$ cat config.mk
export PLATFORM = sky130hd
export DESIGN_NAME = time_keeper_bcd
export DESIGN_NICKNAME = d
export VERILOG_FILES = /design/src/rtl/time_keeper_bcd.sv
export SDC_FILE = /design/constraint.sdc
export NUM_CORES = 1
export LEC_CHECK = 0
export ABC_AREA = 1
export ABC_CLOCK_PERIOD_IN_PS = 1600
export BUFFER_PORTS_ARGS = -buffer_cell sky130_fd_sc_hd__buf_2
export CORE_MARGIN = 8
export CORE_UTILIZATION = 48
export DETAILED_ROUTE_END_ITERATION = 6
export GPL_ROUTABILITY_DRIVEN = 1
export GPL_TIMING_DRIVEN = 0
export HOLD_SLACK_MARGIN = 0.1
export PLACE_DENSITY = 0.76
export SYNTH_ARGS = -nofsm -noshare
export SYNTH_HDL_FRONTEND = slang
export SYNTH_SLANG_ARGS = --single-unit
$ cat constraint.sdc
create_clock -name clk_in_50M -period 1.6 [get_ports clk_in_50M]
set_clock_uncertainty 0.2 [all_clocks]
set_input_delay 0.16 -clock clk_in_50M [delete_from_list [all_inputs] [get_ports clk_in_50M]]
set_output_delay 0.16 -clock clk_in_50M [all_outputs]
set_load 0.005 [all_outputs]
$ cat src/rtl/time_keeper_bcd.sv
// time_keeper_bcd: 24-hour BCD time-of-day counter driven by rising edges of a 1 kHz tick.
// Set requests take priority over ticks; a tick coincident with a set is discarded.
module time_keeper_bcd #(
   parameter int TICKS_PER_SEC = 1000
) (
   input  logic       clk_in_50M,
   input  logic       rst_n,
   input  logic       tick_1k_in,
   input  logic       run_en,
   input  logic       set_valid,
   input  logic [7:0] set_hour,
   input  logic [7:0] set_min,
   input  logic [7:0] set_sec,
   output logic       set_ack,
   output logic       set_err,
   output logic [7:0] hour_bcd,
   output logic [7:0] min_bcd,
   output logic [7:0] sec_bcd,
   output logic [9:0] ms_cnt,
   output logic       sec_pulse,
   output logic       day_wrap
);
   localparam logic [9:0] MS_MAX = 10'(TICKS_PER_SEC - 1);

   logic       tick_q;
   logic       tick_rise;
   logic       set_ok;
   logic       sec_wrap;
   logic       min_wrap;
   logic       hour_wrap;
   logic [7:0] sec_nx;
   logic [7:0] min_nx;
   logic [7:0] hour_nx;

   function automatic logic [7:0] bcd_inc(input logic [7:0] v);
      return (v[3:0] == 4'd9) ? {v[7:4] + 4'd1, 4'd0} : {v[7:4], v[3:0] + 4'd1};
   endfunction

   assign tick_rise = tick_1k_in & ~tick_q;

   assign set_ok = (set_hour[7:4] <= 4'd2) && (set_hour[3:0] <= 4'd9) &&
                   !((set_hour[7:4] == 4'd2) && (set_hour[3:0] > 4'd3)) &&
                   (set_min[7:4] <= 4'd5) && (set_min[3:0] <= 4'd9) &&
                   (set_sec[7:4] <= 4'd5) && (set_sec[3:0] <= 4'd9);

   // Ripple carry seconds -> minutes -> hours, all resolved in one cycle.
   assign sec_wrap  = (sec_bcd == 8'h59);
   assign min_wrap  = sec_wrap && (min_bcd == 8'h59);
   assign hour_wrap = min_wrap && (hour_bcd == 8'h23);
   assign sec_nx    = sec_wrap ? 8'h00 : bcd_inc(sec_bcd);
   assign min_nx    = !sec_wrap ? min_bcd : (min_wrap ? 8'h00 : bcd_inc(min_bcd));
   assign hour_nx   = !min_wrap ? hour_bcd : (hour_wrap ? 8'h00 : bcd_inc(hour_bcd));

   always_ff @(posedge clk_in_50M or negedge rst_n) begin
      if (!rst_n) begin
         tick_q    <= 1'b0;
         hour_bcd  <= 8'h00;
         min_bcd   <= 8'h00;
         sec_bcd   <= 8'h00;
         ms_cnt    <= 10'd0;
         set_ack   <= 1'b0;
         set_err   <= 1'b0;
         sec_pulse <= 1'b0;
         day_wrap  <= 1'b0;
      end else begin
         tick_q    <= tick_1k_in;
         set_ack   <= 1'b0;
         set_err   <= 1'b0;
         sec_pulse <= 1'b0;
         day_wrap  <= 1'b0;
         if (set_valid) begin
            if (set_ok) begin
               hour_bcd <= set_hour;
               min_bcd  <= set_min;
               sec_bcd  <= set_sec;
               ms_cnt   <= 10'd0;
               set_ack  <= 1'b1;
            end else begin
               set_err  <= 1'b1;
            end
         end else if (tick_rise && run_en) begin
            if (ms_cnt < MS_MAX) begin
               ms_cnt <= ms_cnt + 10'd1;
            end else begin
               ms_cnt    <= 10'd0;
               sec_bcd   <= sec_nx;
               min_bcd   <= min_nx;
               hour_bcd  <= hour_nx;
               sec_pulse <= 1'b1;
               day_wrap  <= hour_wrap;
            end
         end
      end
   end
endmodule

== After elaboration in Yosys (flattened, before gate mapping) ==
Cells that the tools add are included.

* Register bits after elaboration: 39
* Bits of input ports: 29
* Output and inout bits: 38

* Add/sub/neg operators: 7
* Order comparisons: 8
* Equal/unequal tests: 9
* Multiplexer cells: 34
* Bitwise logic cells: 2
* Reduce and logical (&&, ||, !) cells: 24

{| class="wikitable"
|+ Operators with widths
! operator !! number
|-
| 2-to-1 mux 8 bit || 20
|-
| 2-to-1 mux 10 bit || 4
|-
| adder 4 x 1 -> 4 bit (second input constant) || 6
|-
| equality test 8 x 7 -> 1 bit (second input constant) || 2
|-
| equality test 4 bit (second input constant) || 3
|-
| <= comparator 4 bit (second input constant) || 3
|-
| AND reduction 4 bit || 3
|-
| adder 10 x 1 -> 10 bit (second input constant) || 1
|-
| logical AND 1 bit || 10
|-
| less-than comparator 10 bit (second input constant) || 1
|-
| 2-to-1 mux 1 bit || 10
|-
| AND reduction 5 bit || 2
|-
| nonzero test 3 bit || 3
|-
| equality test 8 x 6 -> 1 bit (second input constant) || 1
|-
| <= comparator 4 x 3 -> 1 bit (second input constant) || 2
|-
| nonzero test 2 bit || 3
|-
| equality test 4 x 2 -> 1 bit (second input constant) || 1
|-
| greater-than comparator 4 x 2 -> 1 bit (second input constant) || 1
|-
| <= comparator 4 x 2 -> 1 bit (second input constant) || 1
|-
| AND reduction 3 bit || 1
|-
| inequality test 2 x 1 -> 1 bit (second input constant) || 1
|-
| inequality test 2 bit (second input constant) || 1
|-
| AND reduction 2 bit || 1
|-
| bitwise AND 1 bit || 1
|-
| 2 further kinds || 2
|}

== Logic depth before layout (Yosys ltp) ==
Gate-level depths: netlist (run 1).

* Depth after elaboration: 10
* Depth in mapped cells: 11

== Worst setup path before layout (run 1) ==
No wires, ideal clock.

* Path kind: register to register
* Start: reg ms_cnt[0]
* End: reg min_bcd[0]
* Arrival time: 1.445 ns
* Required time: 1.323 ns
* Slack: -0.122 ns
* Cell stages (with the launch flop): 11
* Path buffers: 0
* Cell sequence: dfrtp_1 ha_1 nand2_1 nand3_1 nand2_4 nand2_4 inv_4 nor2_8 nand3_4 nand2_1 o21ai_1

* Longest elaborated chain between the ends: 3

{| class="wikitable"
|+ Ends and longest elaborated chain
! item !! RTL line !! RTL
|-
| from (decl) || 19 || <nowiki>output logic [9:0] ms_cnt,</nowiki>
|-
| from (signal assigned) || 83 || <nowiki>ms_cnt <= ms_cnt + 10'd1;</nowiki>
|-
| less-than comparator 10 bit || 82 || <nowiki>if (ms_cnt < MS_MAX) begin</nowiki>
|-
| inequality test 2 bit (no line) || - ||
|-
| AND reduction 4 bit (no line) || - ||
|-
| to (signal assigned) || 74 || <nowiki>min_bcd <= set_min;</nowiki>
|-
| to (signal assigned) || 87 || <nowiki>min_bcd <= min_nx;</nowiki>
|-
| to (decl) || 17 || <nowiki>output logic [7:0] min_bcd,</nowiki>
|}

Every way passes these cells.
A chain may end at the register's enable or synchronous reset.

== Worst setup path in the final report (run 1) ==
* Start: reg sec_bcd[5]
* End: reg hour_bcd[2]

* Longest elaborated chain between the ends: 8

{| class="wikitable"
|+ Ends and longest elaborated chain
! item !! RTL line !! RTL
|-
| from (decl) || 18 || <nowiki>output logic [7:0] sec_bcd,</nowiki>
|-
| from (signal assigned) || 75 || <nowiki>sec_bcd <= set_sec;</nowiki>
|-
| from (signal assigned) || 86 || <nowiki>sec_bcd <= sec_nx;</nowiki>
|-
| equality test 8 x 7 -> 1 bit * || 47 || <nowiki>assign sec_wrap = (sec_bcd == 8'h59);</nowiki>
|-
| logical AND 1 bit * || 48 || <nowiki>assign min_wrap = sec_wrap && (min_bcd == 8'h59);</nowiki>
|-
| logical AND 1 bit || 49 || <nowiki>assign hour_wrap = min_wrap && (hour_bcd == 8'h23);</nowiki>
|-
| 2-to-1 mux 8 bit (2 in a row) || 52 || <nowiki>assign hour_nx = !min_wrap ? hour_bcd : (hour_wrap ? 8'h00 : bcd_inc(hour_bcd));</nowiki>
|-
| 2-to-1 mux 8 bit || 82 ||
|-
| 2-to-1 mux 8 bit || 81 || <nowiki>end else if (tick_rise && run_en) begin</nowiki>
|-
| 2-to-1 mux 8 bit || 71 || <nowiki>if (set_valid) begin</nowiki>
|-
| to (signal assigned) || 73 || <nowiki>hour_bcd <= set_hour;</nowiki>
|-
| to (signal assigned) || 88 || <nowiki>hour_bcd <= hour_nx;</nowiki>
|-
| to (decl) || 16 || <nowiki>output logic [7:0] hour_bcd,</nowiki>
|}

Mark *: on every way between the ends. The rest lies on a longest branch, timed or not. The select of a mux whose other input is x is not followed.

==> results of run 1 <==
cell usage in the layout (no fill, tap or decap), drive strengths merged:
master       synthesis  routed
a21oi                9       9
a22oi                3       3
buf                  6     102
clkbuf               0       7
dfrtp               39      39
dlygate4sd3          0      25
ha                  13      13
inv                 53      53
nand2               91      91
nand3               34      34
nand3b               2       2
nand4               11      11
nor2                33      33
nor3                 3       3
o21a                 1       1
o21ai               41      41
o21bai               2       2
o31ai                2       2
xnor2                6       6
xor2                 5       5
sequential cells by signal, indices dropped and copies added (netlist names):
name and flops:
ms_cnt 10, tick_q 1, set_ack 1, day_wrap 1, sec_pulse 1, hour_bcd 8, set_err 1, min_bcd 8
sec_bcd 8
per-stage QoR:
step | setup TNS, ns | cells | hold slack [ns] | util (%) | cell area (um^2)
after global placement | -4.301 | 492 | 0.08254 | 57.38 | 3102
after floorplan | -0.8339 | 354 | -0.3356 | - | 2681
after CTS | -2.203 | 544 | 0.1104 | 68.61 | 3709
after detailed placement | -5.069 | 492 | 0.08524 | 57.38 | 3102
final | -3.408 | 554 | 0.1292 | 73.89 | 3994
after global routing | -6.240 | 554 | 0.1670 | 73.89 | 3994
cell type report:
type | count | share of cell area [%]
Multi-Input combinational cell | 256 | 43.61
Sequential cell | 39 | 24.59
Timing Repair Buffer | 122 | 21.62
Inverter | 53 | 5.294
Tap cell | 72 | 2.256
Clock buffer | 6 | 1.817
Buffer | 6 | 0.8145
worst reg2reg max path, cell delays in order, from the launching register on:
cell	delay, ns
dfrtp_1	0.39
inv_1	0.06
ha_1	0.13
nand3b_1	0.13
nor2_4	0.25
nand3_4	0.15
buf_6	0.15
nand4_1	0.07
nand2_1	0.07
nand3_1	0.08
nand2_1	0.06
power by group through the flow:
| stage | sequential [mW] | clock (mW) | combinational [mW] |
|---|---|---|---|
| floorplan | 1.21 | 0 | 0.312 |
| detailed placement | 1.22 | 0 | 0.543 |
| CTS | 1.18 | 0.627 | 0.733 |
| global route | 1.20 | 0.685 | 0.928 |
| global placement | 1.22 | 0 | 0.525 |
| finish | 1.19 | 0.626 | 0.828 |
worst min-delay path by stage:
stage / startpoint / endpoint
2_1_floorplan: rst_n / day_wrap
3_3_place_gp: tick_1k_in / tick_q
3_5_place_dp: tick_1k_in / tick_q
4_1_cts: set_sec[2] / sec_bcd[2]
6_report: set_sec[2] / sec_bcd[2]
5_1_grt: set_hour[5] / set_ack
logic make-up (layout without fill, tap and decap cells):
family / count (synthesis) / count (layout) / synth area share, %
and+or+nand+nor: 174 / 174 / 32.24
adders and majority gates: 13 / 13 / 6.164
AOI/OAI and AO/OA: 58 / 58 / 12.19
buffers and inverters: 59 / 187 / 8.772
DFF: 39 / 39 / 36.98
xor gates and xnor gates: 11 / 11 / 3.651
repair_timing:
item,CTS,global route
gates resized for setup,39,55
hold buffers,25,0
buffers inserted,22,10
pin swaps,18,26
setup endpoints to repair,30,35
endpoints found under the hold margin,62,0
layer usage:
metal,part of all wire (%),wire length [um],vias up,global-route usage [%]
li1,-,-,1404,-
met1,38,3176,1373,21.89
met2,52,4253,128,32.76
met3,7.8,640,23,5.653
met4,2.2,181,0,6.796
met5,0,0,-,0
==> metrics.txt, run 1 <==
Post-synth EDFFs=0; R2R depth=10; R2R Path Start=sec_bcd[5]; CP Capture Type=register; top_reg_cell synth=dfrtp_1; FF-to-FF setup slack=-0.23 ns; pre-CTS setup slack=-0.2315 ns; Crit path top cell by count=nand2_1; CP cell instances=inv_1 -> ha_1 -> nand3b_1 -> nor2_4 -> nand3_4 -> buf_6 -> nand4_1 -> nand2_1 -> nand3_1 -> nand2_1; via count=2928; largest net degree at the start of global routing=40; final setup violation count=31; Gate Count Post-Synth=354; Synth top area share=36.98%; final worst path period share=114.6%; Leakage=2.012 nW; #FFs+latches synth=39; yosys warns=0; initial antenna violation count=0; slowest CP cell=dfrtp_1; number of fill cells=372; CP Launch Type=register; Storage cell area=982.2 um^2; final hold vios=0; crit path kind=register to register; WP data required=1.58 ns; global placement routability congestion=0.8472; status=finished, violations left; Via-to-Cell Ratio=5.285; Avg Cell Area, Syn=7.454 um^2; Clock Latency Late Sink=0.29 ns; first-pass GRT wire length=13.11 mm; CP Depth=10; DR WL/cell=14.90 um; HP Class=input pin to register; RSZ-0062 raised after global routing=true; CTS buffer count=5; gr ovfl total=0; buffer depth of the longest clock path=2; CTS tree=yes; max incr delay on CP=0.39 ns; Internal=1.770 mW; Rel. slew slack=41.99%; IO Pins=67; WP data arrival=1.82 ns; sequential fraction of the synthesis area=36.98%; Max-Cap Viols=0; die height=90.15 um; Area Growth Syn to Fin=51.35%; fin crit period=1.834 ns; Die Wd=90.15 um; DP HPWL=5.075 mm; multi-input logic area=1742 um^2; max-slew violation count=0; Seq pwr share=45.0%; DR iter-0 viols=192; n_diodes=0; Overall Power=2.644 mW; Clk pwr share=23.7%; Root Driver=clkbuf_8; Synth area leader=dfrtp_1; layout cells sized above 1=39.83%; post-route ant nets=0; Synth Net Count=396; Worst Max-Slew Pin Slew=0.8702 ns; most frequent cell after synthesis=nand2_1; # rows=27; Total GRT Usage=19.06%; IO buf count=66; initial core utilization=48.82%; end point of the critical path=hour_bcd[2]; Post-Route WL=8.252 mm; # clock sinks=39; CP startpoint=sec_bcd[5]; Net Sw Frac=33.04%; First-pass DRT Iterations=5; Core Box Area=5405 um^2; Switch Pwr=873.4 uW; fin worst setup slack=-0.2336 ns; hold depth=7; crit path max fanout=4; kind of cell adding the most delay to the critical path=simple AND/OR/NAND/NOR gates; Die ar.=8126 um^2; Worst-path clk slew=0.08 ns; Commonest cells post-synth=84 x nand2_1, 49 x inv_1, 39 x dfrtp_1; Peak VDD IR=0.0002980 V; Comb power frac=31.3%; NumNets Final=525; Yosys cell types=31; RR Endpoint=hour_bcd[2]; Syn Std Cell Area=2639 um^2; Power Dens Cells=661.9 nW/um^2; vias in the first global route=2850; largest cells by area after synthesis=dfrtp_1 37%, nand2_1 12%, inv_1 7.0%; post-synthesis async set-or-reset flop share=100.0%; failing checks=setup timing; Critical path buffers and inverters=2; fmax=0.5454 GHz; H-Tree Depth=2; DRC errors left=0
Note: power is estimated with default switching activity, not from simulation.
==> run 2, diff against run 1 <==
Settings changed: PLACE_DENSITY 0.76 to 0.77.
==> run 2 against run 1 <==
  * The run still ends with setup timing left
  * Setup slack better by 0.085 ns
  * Sequential power is essentially flat
  * Clock power grew 20%
  * Register-to-register slack improved by 0.09 ns
==> metrics.txt, run 2 (synthesis gave the netlist of run 1 again) <==
status=finished, violations left; failing checks=setup timing; CP Launch Type=register; hold depth=7 (unchanged); Die Wd=90.15 um (unchanged); global placement routability congestion=0.8580 (+1.3%); Worst Max-Slew Pin Slew=0.9007 ns (+0.03044 ns); buffer depth of the longest clock path=2 (unchanged); area after detailed placement=3102 um^2 (unchanged); Core Box Area=5405 um^2 (unchanged); WP data required=1.58 ns (about the same); Net Sw Frac=31.90% (-1.1 points); Clock Latency Late Sink=0.30 ns (about the same); final cell count without fillers=549 (-0.90%); wl on met1=3.205 mm (+0.91%); Leakage=1.963 nW (-2.4%); Die ar.=8126 um^2 (unchanged); R2R depth=9 (-1); # clock sinks=39 (unchanged); H-Tree Depth=2 (unchanged); Biggest register=ms_cnt; DP HPWL=5.025 mm (-0.97%); Worst-path clk slew=0.08 ns (about the same); HP Class=input pin to register; Max-Cap Viols=0 (unchanged); Clk pwr share=27.7% (+4.0 points); layout cells sized above 1=35.64% (-4.2 points); Power Dens Cells=697.6 nW/um^2 (+5.4%); CP cell instances=inv_1 -> ha_1 -> nand3_2 -> nor2_4 -> nor2_2 -> a21oi_2 -> nand3_4 -> nand2_1 -> o21ai_1; gr ovfl total=0 (unchanged); final hold vios=0 (unchanged); Top Metal Used=met4; CTS tree=yes; max-slew violation count=0 (unchanged); Worst Min Path Start=set_hour[7]; IO Pins=67 (unchanged); fin area=3895 um^2 (-2.5%); die height=90.15 um (unchanged); max reg flops=10 (unchanged); utilization after layout=72.06% (-1.8 points); CP Capture Type=register; vias in the first global route=2738 (-3.9%); placed insts=492 (unchanged); most frequent cells in the layout=78 x nand2_1, 71 x buf_2, 44 x inv_1; Seq pwr share=43.8% (-1.2 points); CP startpoint=sec_bcd[1]; final setup violation count=28 (-9.7%); NumNets Final=518 (-1.3%); Switch Pwr=866.8 uW (-0.76%); n_diodes=0 (unchanged); R2R Path Start=sec_bcd[1]; Via-to-Cell Ratio=5.107 (-3.4%); crit path max fanout=8 (+4); initial antenna violation count=0 (unchanged); fmax=0.5720 GHz (+4.9%); IO buf count=66 (unchanged); Peak VDD IR=0.0003846 V (+29%); max incr delay on CP=0.38 ns (about the same); first-pass GRT wire length=12.65 mm (-3.5%); Hold Worst Slack=0.1176 ns (-0.01165 ns); fin worst setup slack=-0.1483 ns (+0.08528 ns); setup TNS=-2.469 ns (+0.9386 ns); Internal=1.850 mW (+4.5%); Area Growth Syn to Fin=47.61%; crit path kind=register to register; number of fill cells=404 (+8.6%); via count=2804 (-4.2%); commonest non-fill, non-tap cell in the layout=nand2_1; initial core utilization=48.82% (unchanged); Storage cell area=982.2 um^2 (unchanged); First-pass DRT Iterations=4 (-1); WP data arrival=1.73 ns (-0.09 ns); Rel. slew slack=39.96% (-2.0 points); final worst path period share=109.3% (-5.3 points); Total GRT Usage=18.45% (-0.61 points); CTS buffer count=5 (unchanged); pre-CTS setup slack=-0.2513 ns (-0.01979 ns); CP Depth=9 (-1); post-route ant nets=0 (unchanged); DR WL/cell=13.87 um (-6.9%); RSZ-0062 raised after global routing=true; fin crit period=1.748 ns (-0.08528 ns); met3 wire length=519 um (-19%); # rows=27 (unchanged); multi-input logic area=1693 um^2 (-2.8%); DRC errors left=0 (unchanged); largest net degree at the start of global routing=40 (unchanged); slowest CP cell=dfrtp_1; Root Driver=clkbuf_8; Post-Route WL=7.614 mm (-7.7%); met2 wire len=3.767 mm (-11%); DR iter-0 viols=208 (+8.3%); Overall Power=2.717 mW (+2.8%); kind of cell adding the most delay to the critical path=simple AND/OR/NAND/NOR gates; Critical path buffers and inverters=1 (-1); Comb power frac=28.4% (-2.9 points)
run 2: changes by cell type in the layout (fill, tap and decap cells not counted), sizes merged:
cell	before	now
clkbuf	7	8
dlygate4sd3	25	27
buf	102	94
run 2: area by class of cell:
cell class              count  area share, %
plain buffers               6         0.8352
clock buffers               8          2.570
inverters                  53          5.365
multi-input cells         256          43.46
flip-flops and latches     39          25.22
well taps                  72          2.313
repair buffers            115          20.24
run 2: power by group through the flow:
| stage | logic (mW) | registers (mW) | clock network (mW) |
|---|---|---|---|
| 6_report | 0.773 | 1.19 | 0.754 |
| 5_1_grt | 0.871 | 1.21 | 0.813 |
| 4_1_cts | 0.704 | 1.18 | 0.759 |
| 3_5_place_dp | 0.543 | 1.22 | 0 |
| 3_3_place_gp | 0.526 | 1.22 | 0 |
| 2_1_floorplan | 0.312 | 1.21 | 0 |
run 2: final timing paths:
| path | endpoint | slack (ns) |
|---|---|---|
| hold reg to reg | min_bcd[7] | 0.37 |
| max in group asynchronous | ms_cnt[9] | 0.25 |
| min in group asynchronous | hour_bcd[6] | 0.31 |
| setup reg to reg | min_bcd[6] | -0.15 |
| setup / recovery | min_bcd[6] | -0.15 |
| hold / removal | hour_bcd[7] | 0.12 |
run 2: what timing repair did:
item | in CTS | in global routing
setup endpoints to repair | 28 | 34
pin swaps | 10 | 12
gates resized for setup | 26 | 44
endpoints found under the hold margin | 66 | 0
hold buffers | 27 | 0
setup buffers | 15 | 7
run 2: per-layer routing:
metal	vias up	GRT usage, %
li1	1393	-
met1	1296	21.30
met2	104	31.72
met3	11	5.403
met4	0	6.380
met5	-	0
run 2: worst min-delay path, stage by stage:
cell     delay, ns
buf_2         0.09
nand2_1       0.06
nand2_1       0.06
inv_1         0.03
nand4_1       0.08
nand2_1       0.05
inv_1         0.05
